$ cat src/rtl/swap_burst.sv
// swap_burst
// Burst swap/copy engine between two internal memory banks A and B.
// A start request in IDLE latches mode/addresses/length. The engine then
// moves one word pair per cycle: swap A<->B, copy A->B or copy B->A.
// Bank addresses wrap modulo DEPTH. A one-cycle done pulse marks the end.
// Host writes are only accepted in IDLE. The read port is registered and
// runs every cycle.
//
// Ports:
//   clk, rst              clock, synchronous active-high reset
//   start, mode           operation request and kind (3 = illegal -> err)
//   addra, addrb, len     bank A/B start addresses and word count (0..DEPTH)
//   busy, done, err       status: busy in RUN/DONE, done/err one-cycle pulses
//   wr_en, wr_bank,
//   wr_addr, wr_data      host write port (bank 0 = A, 1 = B)
//   rd_bank, rd_addr,
//   rd_data               registered host read port, 1-cycle latency
module swap_burst #(
    parameter int DW = 8,
    parameter int AW = 4
) (
    input  logic          clk,
    input  logic          rst,
    input  logic          start,
    input  logic [1:0]    mode,
    input  logic [AW-1:0] addra,
    input  logic [AW-1:0] addrb,
    input  logic [AW:0]   len,
    output logic          busy,
    output logic          done,
    output logic          err,
    input  logic          wr_en,
    input  logic          wr_bank,
    input  logic [AW-1:0] wr_addr,
    input  logic [DW-1:0] wr_data,
    input  logic          rd_bank,
    input  logic [AW-1:0] rd_addr,
    output logic [DW-1:0] rd_data
);
    localparam int DEPTH = 1 << AW;

    typedef enum logic [1:0] {IDLE, RUN, DONE} state_t;

    state_t        state_reg, state_next;
    logic [AW-1:0] cnt_reg, cnt_next;
    logic [1:0]    mode_reg, mode_next;
    logic [AW-1:0] addra_reg, addra_next;
    logic [AW-1:0] addrb_reg, addrb_next;
    logic [AW:0]   len_reg, len_next;
    logic          last_word;

    // Per-bank port signals, index 0 = bank A, 1 = bank B.
    logic [1:0]         we;
    logic [1:0][AW-1:0] waddr;
    logic [1:0][DW-1:0] wdata;
    logic [1:0][AW-1:0] xfer_addr;
    logic [1:0][DW-1:0] xfer_rdata;
    logic [1:0][DW-1:0] host_rdata;

    assign busy = (state_reg != IDLE);
    assign done = (state_reg == DONE);
    assign err  = (state_reg == DONE) && (mode_reg == 2'd3);

    // Word index cnt is never beyond len-1 <= DEPTH-1, so AW bits suffice.
    assign last_word = ({1'b0, cnt_reg} == (len_reg - (AW+1)'(1)));

    always_comb begin
        state_next = state_reg;
        cnt_next   = cnt_reg;
        mode_next  = mode_reg;
        addra_next = addra_reg;
        addrb_next = addrb_reg;
        len_next   = len_reg;
        case (state_reg)
            IDLE: begin
                if (start) begin
                    mode_next  = mode;
                    addra_next = addra;
                    addrb_next = addrb;
                    len_next   = len;
                    cnt_next   = '0;
                    // Empty or illegal requests skip straight to the done pulse.
                    if ((len == '0) || (mode == 2'd3)) begin
                        state_next = DONE;
                    end else begin
                        state_next = RUN;
                    end
                end
            end
            RUN: begin
                if (last_word) begin
                    state_next = DONE;
                end else begin
                    cnt_next = cnt_reg + AW'(1);
                end
            end
            DONE: state_next = IDLE;
            default: state_next = IDLE;
        endcase
    end

    always_ff @(posedge clk) begin
        if (rst) begin
            state_reg <= IDLE;
            cnt_reg   <= '0;
            mode_reg  <= '0;
            addra_reg <= '0;
            addrb_reg <= '0;
            len_reg   <= '0;
        end else begin
            state_reg <= state_next;
            cnt_reg   <= cnt_next;
            mode_reg  <= mode_next;
            addra_reg <= addra_next;
            addrb_reg <= addrb_next;
            len_reg   <= len_next;
        end
    end

    // Write-port steering. In RUN each bank takes the other bank's current
    // word, so a swap reads both old values before either write lands.
    // Writes are suppressed while rst is high so an aborted burst stops at
    // exactly the words already moved. In RUN the mode is never 3.
    always_comb begin
        xfer_addr[0] = addra_reg + cnt_reg;
        xfer_addr[1] = addrb_reg + cnt_reg;
        we           = '0;
        waddr[0]     = wr_addr;
        waddr[1]     = wr_addr;
        wdata[0]     = wr_data;
        wdata[1]     = wr_data;
        if (state_reg == RUN) begin
            we[0]    = !rst && (mode_reg != 2'd1);
            we[1]    = !rst && (mode_reg != 2'd2);
            waddr[0] = xfer_addr[0];
            waddr[1] = xfer_addr[1];
            wdata[0] = xfer_rdata[1];
            wdata[1] = xfer_rdata[0];
        end else if (state_reg == IDLE) begin
            we[0] = !rst && wr_en && !wr_bank;
            we[1] = !rst && wr_en && wr_bank;
        end
    end

    // Each bank has one write port, an asynchronous transfer read port and
    // a host read port feeding the registered rd_data.
    genvar gi;
    generate
        for (gi = 0; gi < 2; gi++) begin : g_bank
            logic [DW-1:0] mem [DEPTH];

            always_ff @(posedge clk) begin
                if (we[gi]) begin
                    mem[waddr[gi]] <= wdata[gi];
                end
            end

            assign xfer_rdata[gi] = mem[xfer_addr[gi]];
            assign host_rdata[gi] = mem[rd_addr];
        end
    endgenerate

    always_ff @(posedge clk) begin
        if (rst) begin
            rd_data <= '0;
        end else begin
            rd_data <= host_rdata[rd_bank];
        end
    end
endmodule

$ cat config.mk
export PLATFORM = sky130hd
export DESIGN_NAME = swap_burst
export DESIGN_NICKNAME = d
export VERILOG_FILES = /design/src/rtl/swap_burst.sv
export SDC_FILE = /design/constraint.sdc
export NUM_CORES = 1
export LEC_CHECK = 0
export ABC_AREA = 1
export ABC_CLOCK_PERIOD_IN_PS = 4680
export BUFFER_PORTS_ARGS = -buffer_cell sky130_fd_sc_hd__buf_2
export CAP_MARGIN = 20
export CORE_MARGIN = 5
export CORE_UTILIZATION = 35
export DETAILED_ROUTE_END_ITERATION = 12
export PLACE_DENSITY = 0.52
export RECOVER_POWER = 100
export SLEW_MARGIN = 15
export SYNTH_ARGS = -nofsm -noshare
export SYNTH_HDL_FRONTEND = slang
export SYNTH_SLANG_ARGS = --single-unit
$ cat constraint.sdc
create_clock -name clk -period 4.68 [get_ports clk]
set_input_delay 0.936 -clock clk [delete_from_list [all_inputs] [get_ports clk]]
set_output_delay 0.936 -clock clk [all_outputs]
set_load 0.01 [all_outputs]
# Yosys cells after proc, flatten, opt, wreduce, memory -nomap -nowiden

Memory sizes are Yosys's and may differ from the RTL's.
Index checks and enable logic that the tools add are counted.

Register bits: 29
Bits in writable memories: 256
Output and inout bits: 11
Memories: 2

$add $sub $neg: 4
$lt $le $gt $ge: 1
Equality and inequality tests: 10
Mux-type cells: 17
Reduce and logical (&&, ||, !) cells: 16

Memory list:

| name          | words | bits a word | read ports | clocked after memory_dff | write ports | line | RTL |
|---|---|---|---|---|---|---|---|
| g_bank[0].mem | 16    | 8           | 2          | 0                        | 1           | 150  | `logic [DW-1:0] mem [DEPTH];` |
| g_bank[1].mem | 16    | 8           | 2          | 0                        | 1           | 150  |  |

Operators by type and width:

| operator                                                                     | count |
|---|---|
| 8-bit two-way mux                                                            | 3 |
| 16-bit two-way mux                                                           | 1 |
| 2-bit two-way mux                                                            | 5 |
| 4-bit adder                                                                  | 2 |
| 4-bit two-way mux                                                            | 2 |
| 2-bit inequality test, second input constant                                 | 4 |
| 4-bit one-hot mux with 2 select lines                                        | 1 |
| 2-bit equality test, second input constant                                   | 3 |
| 1-bit logical AND                                                            | 6 |
| 4-bit by 5-bit equality test with 1-bit output                               | 1 |
| 5-bit zero test                                                              | 1 |
| 5-bit by 1-bit subtractor with 5-bit output, second input constant           | 1 |
| 4-bit by 1-bit adder with 4-bit output, second input constant                | 1 |
| 1-bit two-way mux                                                            | 4 |
| 2-bit one-hot mux with 2 select lines                                        | 1 |
| 2-bit AND reduction                                                          | 2 |
| 2-bit nonzero test                                                           | 2 |
| 3-bit AND reduction                                                          | 1 |
| 2-bit by 1-bit equality test with 1-bit output, second input constant        | 1 |
| 1-bit zero test                                                              | 2 |
| 2-bit zero test                                                              | 1 |
| 1-bit by 2-bit less-than comparator with 1-bit output, second input constant | 1 |
| 2-bit by 1-bit inequality test with 1-bit output, second input constant      | 1 |
| 1-bit logical OR                                                             | 1 |

# Depth between registers and ports, before layout

Gate-level depths: netlist of the first run.

Depth after elaboration: 7
Gate-level depth with buffers: 12

# Least setup slack after synthesis of the first run

Ideal clock, no wire load.

Path kind: register to register
Start point: register cnt_reg[0]
End point: memory g_bank[0].mem[0][7] (data pin)
Library setup time: 0.352 ns
Data arrival time: 2.129 ns
Data required time: 4.328 ns
Path slack: 2.199 ns
Cell stages (with the launch flop): 12
Cells stage by stage: dfxtp_1 > ha_1 > fa_1 > buf_2 > buf_1 > nor2_1 > o21ai_0 > o21ai_0 > nand2_1 > nand2_1 > nand2_1 > nand3_1

RTL lines:

| element                | line | RTL |
|---|---|---|
| from (decl)            | 45   | `logic [AW-1:0] cnt_reg, cnt_next;` |
| from (signal assigned) | 112  | `cnt_reg <= cnt_next;` |
| to (decl)              | 150  |  |

==> impl_metrics.json, run 1 <==
{
  "status": "finished, violations left",
  "violations": "capacitance limit, slew limit",
  "critical_path.slowest_cell": "inv_1",
  "ant_nets": 0,
  "synth_largest_area_cell": "edfxtp_1",
  "clock_latency_ps": 530,
  "finalCritPeriodShare": 0.869,
  "nets": 1739,
  "power_frac_seq": 0.395,
  "p_per_area_nw_per_um2": 465,
  "largest_reg_flops": 256,
  "finClkSkew_ps": 26.3,
  "ys_seq_elements": 285,
  "cp_top_family": "simple AND/OR/NAND/NOR gates",
  "arrival_ps": 4230,
  "vias_per_cell": 5.47,
  "route.detailed.drc": 0,
  "p_int_mw": 5.17,
  "antenna_found_initial": 1,
  "grt_max_degree": 84,
  "switching_power_mw": 2.42,
  "critPathMaxStageDelay_ps": 850,
  "cts_buffers": 34,
  "dp_hpwl_um": 31000,
  "p_sw_frac": 0.319,
  "p_comb_frac": 0.233,
  "maxCapViolCount": 1,
  "yosysUniqueCellTypes": 34,
  "start_util": 0.355,
  "area_growth_pct": 12.3,
  "layout_commonest_cell": "nand2_1",
  "vias": 12300,
  "ctsResizeCount": 0,
  "fillers": 4106,
  "syn_area_per_cell_um2": 8.65,
  "drt_iter0_drc": 1279,
  "die-width_um": 214,
  "final_cell_mix": "nand2_1, nor2_1, edfxtp_1, nand3_1, o21ai_0",
  "overflow": 0,
  "vdd_ir_drop_max_uv": 290,
  "grt_pass1_vias": 11800,
  "rsz0062_at_grt": "false",
  "root_buffer": "clkbuf_16",
  "post-route-min-period_ps": 4070,
  "diodes": 0,
  "hold_violations": 0,
  "postCtsHoldBufs": 0,
  "synth-seq-area-share": 0.569,
  "routed_wl_um": 48700,
  "grt_util_all_layers": 0.212,
  "rrSetupSlack_ps": 610,
  "path_clk_slew_ps": 60,
  "dieHeight_um": 214,
  "tightest_slew_ps": 1890,
  "clk_path_buf_depth": 3,
  "dp_cells": 2188,
  "h-tree-depth": 2,
  "crit_chain": "inv_2, nor2_1, inv_1, nor2_2, nand2_1, nand3_1",
  "drt_pass1_iterations": 5,
  "drive_gt1_frac": 0.0833,
  "gp_congestion": 0.887,
  "end_kind": "flop",
  "port_buffers": 47,
  "netlist.area_leader.share": 0.529,
  "path_class": "flop to flop",
  "synth_area_leaders": "edfxtp_1, nand2_1, nor2_1",
  "routedWlPerCell_um": 21.7,
  "pin_count": 48,
  "syn_area_um2": 14500,
  "maxSlewViolCount": 75,
  "final_cells": 2249,
  "clkPwrFrac": 0.372,
  "setup_viol": 0,
  "coreArea_um2": 40900,
  "clkSinkCount": 285,
  "hp-class": "flop to flop",
  "critPathBufInv": 2,
  "fin_total_pwr_mw": 7.59,
  "cp_max_fo": 20,
  "startpoint_type": "flop",
  "tritoncts": "built",
  "cts_setup_buffers": 0,
  "max_freq_ghz": 0.246,
  "die-area_um2": 45700,
  "num_rows": 74,
  "syn_inst": 1680,
  "ys.warnings.count": 0,
  "synthesis.nets": 1727,
  "leakagePower_nw": 6.17,
  "slew_headroom": -0.259,
  "final.setup.tns_ps": 0,
  "holdWs_ps": 516,
  "worstPathRequired_ps": 4840,
  "grt_pass1_wl_um": 74000
}
==> path summary, 6_finish.rpt <==
path | start | end | cells after the start
max | state_reg[0] | g_bank[1].mem[10][0] | 6
min | mode_reg[1] | mode_reg[1] | 2
max reg2reg | state_reg[0] | g_bank[1].mem[10][0] | 6
min reg2reg | mode_reg[1] | mode_reg[1] | 2
==> cells in the mapped netlist <==
cell type    n
nand2_1    435
clkbuf_1    46
o211ai_1     1
nand3_2      8
nor2_8       2
inv_1       31
o22ai_1     25
nand3_1    186
ha_1         8
a21oi_1     43
xor2_1       4
nor2_4       1
buf_4        7
clkbuf_2     1
xnor2_2      2
nor3_1       1
nor2_1     270
clkinv_1     1
nor2_2       3
o21ai_0    167
o22ai_2      2
o21ai_1     68
o21ai_2      4
nand3b_1     1
buf_6        1
inv_2       21
or2_2        3
edfxtp_1   256
nand2_2      1
dfxtp_1     29
buf_1        9
fa_1         2
buf_2       40
nor4_1       1
==> power by group through the flow <==
| stage | Combinational (mW) | Sequential, mW | Clock [mW] |
|---|---|---|---|
| 4_1_cts | 1.76 | 3.00 | 2.88 |
| 5_1_grt | 1.94 | 3.00 | 2.98 |
| 6_report | 1.77 | 3.00 | 2.82 |
| 3_3_place_gp | 1.75 | 3.05 | 0 |
| 3_5_place_dp | 1.75 | 3.05 | 0 |
| 2_1_floorplan | 1.12 | 3.03 | 0 |
==> per-stage QoR <==
| step | util | cell area, um^2 | worst slack [ps] |
|---|---|---|---|
| floorplan | - | 14500 | 2200 |
| global placement | 0.372 | 15200 | 1020 |
| detailed placement | 0.373 | 15300 | 998 |
| CTS | 0.402 | 16400 | 1020 |
| global route | 0.399 | 16300 | 446 |
| finish | 0.399 | 16300 | 612 |
==> worst reg2reg max path, stage by stage, from the launching register on <==
cell     delay (ps)
dfxtp_1         380
inv_2            40
nor2_1          780
inv_1           850
nor2_2          720
nand2_1         120
nand3_1         800
==> routing by layer <==
layer,vias to the layer above,track usage,part of all wire
met5,-,0,0
met4,0,0.0713,0.033
met3,111,0.0275,0.070
met2,552,0.330,0.45
met1,5876,0.309,0.45
li1,5763,-,-
==> cell families after synthesis <==
kind of cell,count (synthesis),synth area share
AOI/OAI and AO/OA,310,0.111
xor gates and xnor gates,6,0.00465
buffers and inverters,157,0.0464
adders and majority gates,10,0.00964
and+or+nand+nor,912,0.259
DFF,285,0.569
==> area by class of cell <==
| type | count | area (um^2) | area share |
|---|---|---|---|
| Inverter | 53 | 201 | 0.0123 |
| Tap cell | 532 | 666 | 0.0408 |
| Clock inverter | 20 | 287 | 0.0175 |
| Sequential cell | 285 | 8270 | 0.506 |
| Multi-Input combinational cell | 1238 | 5550 | 0.340 |
| Clock buffer | 41 | 898 | 0.0550 |
| Timing Repair Buffer | 80 | 455 | 0.0279 |
No activity file was read; power rests on OpenSTA's default activity.
==> run 2: changes to the inputs <==
--- a/config.mk
+++ b/config.mk
@@ -9,6 +9,7 @@
 export ABC_CLOCK_PERIOD_IN_PS = 4680
 export BUFFER_PORTS_ARGS = -buffer_cell sky130_fd_sc_hd__buf_2
 export CAP_MARGIN = 20
+export CORE_ASPECT_RATIO = 1.1
 export CORE_MARGIN = 5
 export CORE_UTILIZATION = 35
 export DETAILED_ROUTE_END_ITERATION = 12
==> impl_metrics.json, run 2 (synthesis gave the netlist of run 1 again) <==
{
  "gp_congestion": 0.867,
  "finalCritPeriodShare": 0.836,
  "maxSlewViolCount": 0,
  "largest_reg_flops": 256,
  "post-route-min-period_ps": 3910,
  "layout_commonest_cell": "nand2_1",
  "num_rows": 78,
  "arrival_ps": 4140,
  "final_util": 0.399,
  "postPlaceCellArea_um2": 15400,
  "tightest_slew_ps": 1370,
  "nets": 1755,
  "antenna_found_initial": 0,
  "fin_area_um2": 16400,
  "clkSinkCount": 285,
  "path_clk_slew_ps": 60,
  "cts_buffers": 34,
  "grt_util_all_layers": 0.208,
  "startpoint_type": "flop",
  "root_buffer": "clkbuf_16",
  "route.detailed.drc": 0,
  "drt_pass1_iterations": 6,
  "start_util": 0.353,
  "crit_path_frequent_cell": "nand2_1",
  "vias": 12400,
  "ctsResizeCount": 0,
  "vias_per_cell": 5.40,
  "setup_viol": 0,
  "pin_count": 48,
  "area_growth_pct": 13.1,
  "fin_total_pwr_mw": 7.47,
  "critPathBufInv": 0,
  "critPathMaxStageDelay_ps": 1410,
  "diodes": 0,
  "path_class": "flop to flop",
  "h-tree-depth": 2,
  "cp_max_fo": 33,
  "clk_path_buf_depth": 3,
  "drive_gt1_frac": 0.0848,
  "grt_max_degree": 122,
  "coreArea_um2": 41200,
  "end_kind": "flop",
  "final.setup.tns_ps": 0,
  "holdWs_ps": 499,
  "status": "finished, final reports clean",
  "overflow": 0,
  "grt_pass1_vias": 11800,
  "cp_top_family": "adder cells",
  "vdd_ir_drop_max_uv": 330,
  "routed_wl_um": 49000,
  "hold_violations": 0,
  "dp_hpwl_um": 31100,
  "die-area_um2": 45700,
  "ant_nets": 0,
  "dieHeight_um": 224,
  "critical_path.slowest_cell": "fa_1",
  "max_freq_ghz": 0.256,
  "maxCapViolCount": 0,
  "worstPathRequired_ps": 4910,
  "port_buffers": 47,
  "postCtsHoldBufs": 0,
  "fillers": 4163,
  "hp-class": "flop to flop",
  "rsz0062_at_grt": "false",
  "grt_pass1_wl_um": 73600,
  "leakagePower_nw": 6.19,
  "routedWlPerCell_um": 21.4,
  "tritoncts": "built",
  "slew_headroom": 0.0871,
  "clock_latency_ps": 520,
  "crit_chain": "ha_1, fa_1, o21ai_0, o21ai_0, nand2_1, nand2_1, nand2_1, nand3_1",
  "p_per_area_nw_per_um2": 454,
  "cts_setup_buffers": 0,
  "finClkSkew_ps": 16.2,
  "die-width_um": 204,
  "final_cell_mix": "nand2_1, nor2_1, edfxtp_1, nand3_1, o21ai_0",
  "drt_iter0_drc": 1311
}
[run 2: cell types whose count changed in the layout (fill, tap and decap cells not counted), sizes merged]
cell,delta
clkbuf,+19
bufinv,-4
buf,+2
clkinvlp,+2
inv,-2
[run 2: through the flow]
stage	setup slack [ps]	instances
6_report	767	2294
5_1_grt	604	2294
4_1_cts	1230	2294
3_5_place_dp	1260	2232
3_3_place_gp	1280	2232
2_1_floorplan	2200	1680
[run 2: path summary, 6_finish.rpt]
path | startpoint | end | slack [ps] | cells past startpoint
max reg2reg | cnt_reg[0] | g_bank[0].mem[11][6] | 770 | 8
min reg2reg | mode_reg[1] | mode_reg[1] | 500 | 2
max | cnt_reg[0] | g_bank[0].mem[11][6] | 770 | 8
min | mode_reg[1] | mode_reg[1] | 500 | 2
[run 2: layer usage]
| layer | track usage | wire length, um | up-vias |
|---|---|---|---|
| li1 | - | - | 5802 |
| met3 | 0.0256 | 3600 | 109 |
| met4 | 0.0625 | 1500 | 0 |
| met1 | 0.291 | 20800 | 5920 |
| met5 | 0 | 0 | - |
| met2 | 0.342 | 23100 | 561 |
[run 2: worst min-delay path, stage by stage, from the launching register on]
cell,delay (ps)
dfxtp_1,310
inv_1,80
a21oi_1,60
[run 2: layout make-up]
| cell class | count | area [um^2] | area share |
|---|---|---|---|
| flip-flops and latches | 285 | 8270 | 0.503 |
| multi-input cells | 1238 | 5560 | 0.338 |
| clock buffers | 46 | 1020 | 0.0621 |
| well taps | 560 | 701 | 0.0426 |
| repair buffers | 96 | 524 | 0.0319 |
| inverters | 53 | 201 | 0.0122 |
| clock inverters | 16 | 169 | 0.0103 |
[run 2: power by group]
part	switching [mW]	internal, mW
Combinational	1.26	0.451
Sequential	0.0414	2.96
Clock	1.06	1.70
Total	2.37	5.11
==> run 3: changes to the inputs <==
--- a/config.mk
+++ b/config.mk
@@ -6,7 +6,7 @@
 export NUM_CORES = 1
 export LEC_CHECK = 0
 export ABC_AREA = 1
-export ABC_CLOCK_PERIOD_IN_PS = 4680
+export ABC_CLOCK_PERIOD_IN_PS = 3600
 export BUFFER_PORTS_ARGS = -buffer_cell sky130_fd_sc_hd__buf_2
 export CAP_MARGIN = 20
 export CORE_ASPECT_RATIO = 1.1
==> constraint.sdc (replaced) <==
create_clock -name clk -period 3.6 [get_ports clk]
set_input_delay 0.72 -clock clk [delete_from_list [all_inputs] [get_ports clk]]
set_output_delay 0.72 -clock clk [all_outputs]
set_load 0.01 [all_outputs]
==> impl_metrics.json, run 3 (synthesis gave the netlist of run 1 again) <==
{
  "critical_path.slowest_cell": "clkbuf_1",
  "seq_area_um2": 8270,
  "end_kind": "flop",
  "finClkSkew_ps": 12.9,
  "tightest_slew_ps": 1550,
  "post-route-min-period_ps": 3360,
  "routedWlPerCell_um": 21.1,
  "slew_headroom": -0.0336,
  "rsz0062_at_grt": "false",
  "tritoncts": "built",
  "vdd_ir_drop_max_uv": 377,
  "final_cells": 2324,
  "ant_nets": 0,
  "status": "finished, violations left",
  "grt_max_degree": 95,
  "maxSlewViolCount": 39,
  "worstPathRequired_ps": 3730,
  "hold_violations": 0,
  "dieHeight_um": 224,
  "p_per_area_nw_per_um2": 578,
  "fillers": 4190,
  "start_util": 0.353,
  "h-tree-depth": 2,
  "postCtsHoldBufs": 0,
  "clk_path_buf_depth": 3,
  "hp-class": "input pin to flop",
  "die-width_um": 204,
  "route.detailed.drc": 0,
  "drive_gt1_frac": 0.0884,
  "area_growth_pct": 13.9,
  "overflow": 0,
  "port_buffers": 47,
  "layout_commonest_cell": "nand2_1",
  "final_cell_mix": "nand2_1, nor2_1, edfxtp_1, nand3_1, o21ai_0",
  "drt_iter0_drc": 1091,
  "grt_util_all_layers": 0.210,
  "vias_per_cell": 5.38,
  "path_class": "flop to flop",
  "max_freq_ghz": 0.297,
  "path_clk_slew_ps": 60,
  "cts_setup_buffers": 0,
  "largest_reg_flops": 256,
  "grt_pass1_vias": 11800,
  "finalCritPeriodShare": 0.934,
  "antenna_found_initial": 0,
  "startpoint_type": "flop",
  "die-area_um2": 45700,
  "clkSinkCount": 285,
  "crit_chain": "ha_1, fa_1, buf_4, o21ai_0, nand3_1, nor2_1, clkbuf_1",
  "multi_input_comb_area_um2": 5560,
  "root_buffer": "clkbuf_16",
  "dp_cells": 2264,
  "drt_pass1_iterations": 5,
  "clock_latency_ps": 520,
  "routed_wl_um": 49100,
  "gp_congestion": 0.840,
  "leakagePower_nw": 6.28,
  "cts_buffers": 34,
  "arrival_ps": 3500,
  "critPathMaxStageDelay_ps": 700,
  "maxCapViolCount": 1,
  "violations": "capacitance limit, slew limit",
  "ctsResizeCount": 0,
  "vias": 12500,
  "final.setup.tns_ps": 0,
  "num_rows": 78,
  "nets": 1787,
  "coreArea_um2": 41200,
  "dp_hpwl_um": 30900,
  "diodes": 0,
  "setup_viol": 0,
  "cp_max_fo": 13,
  "pin_count": 48,
  "grt_pass1_wl_um": 73500
}
run 3: cell count changes in the layout (fill, tap and decap cells not counted), sizes merged:
| cell | before | now |
|---|---|---|
| inv | 49 | 52 |
| clkbuf | 86 | 104 |
| clkinvlp | 5 | 0 |
| buf | 56 | 70 |
run 3: final cells by class:
type                       instances  area share
inverter                          53      0.0120
multi-input combinational       1238       0.335
clock buffer                      46      0.0579
timing repair buffer             128      0.0446
sequential                       285       0.499
tap                              560      0.0423
clock inverter                    14     0.00846
run 3: per-layer routing:
metal  share of wire  global-route usage  vias to the layer above
met5               0                   0                        -
met4           0.032              0.0707                        0
met3           0.063              0.0268                      117
met2            0.47               0.343                      496
met1            0.43               0.291                     6030
li1                -                   -                     5860
run 3: worst paths after layout:
path	from	to	slack, ps	depth (start not counted)
worst min-delay path	rst	state_reg[0]	380	2
worst max register to register	cnt_reg[0]	g_bank[0].mem[12][6]	240	7
worst max-delay path	cnt_reg[0]	g_bank[0].mem[12][6]	240	7
worst min register to register	mode_reg[1]	mode_reg[1]	500	2
run 3: power breakdown:
group	leakage, nW	total [mW]	internal, mW	switching (mW)
Sequential	2.55	3.89	3.84	0.0526
Clock	0.536	3.40	2.08	1.32
Combinational	3.19	2.28	0.634	1.64
Total	6.28	9.57	6.55	3.02
run 3: metrics by stage:
step	hold WS (ps)	total power, mW	worst slack (ps)	utilization	instance area, um^2
finish	383	9.57	238	0.402	16600
global route	369	10.0	191	0.402	16600
CTS	360	9.66	599	0.408	16800
detailed placement	492	6.24	603	0.381	15700
global placement	491	6.23	642	0.381	15700
floorplan	465	5.41	1120	-	14500
run 3: worst max-delay path, delay by kind of cell, from the launching register on:
kind	cells	cell delay [ps]
simple gates	2	440
compound gates	1	390
flops	1	470
fa+ha+maj	2	730
buf+inv	2	930
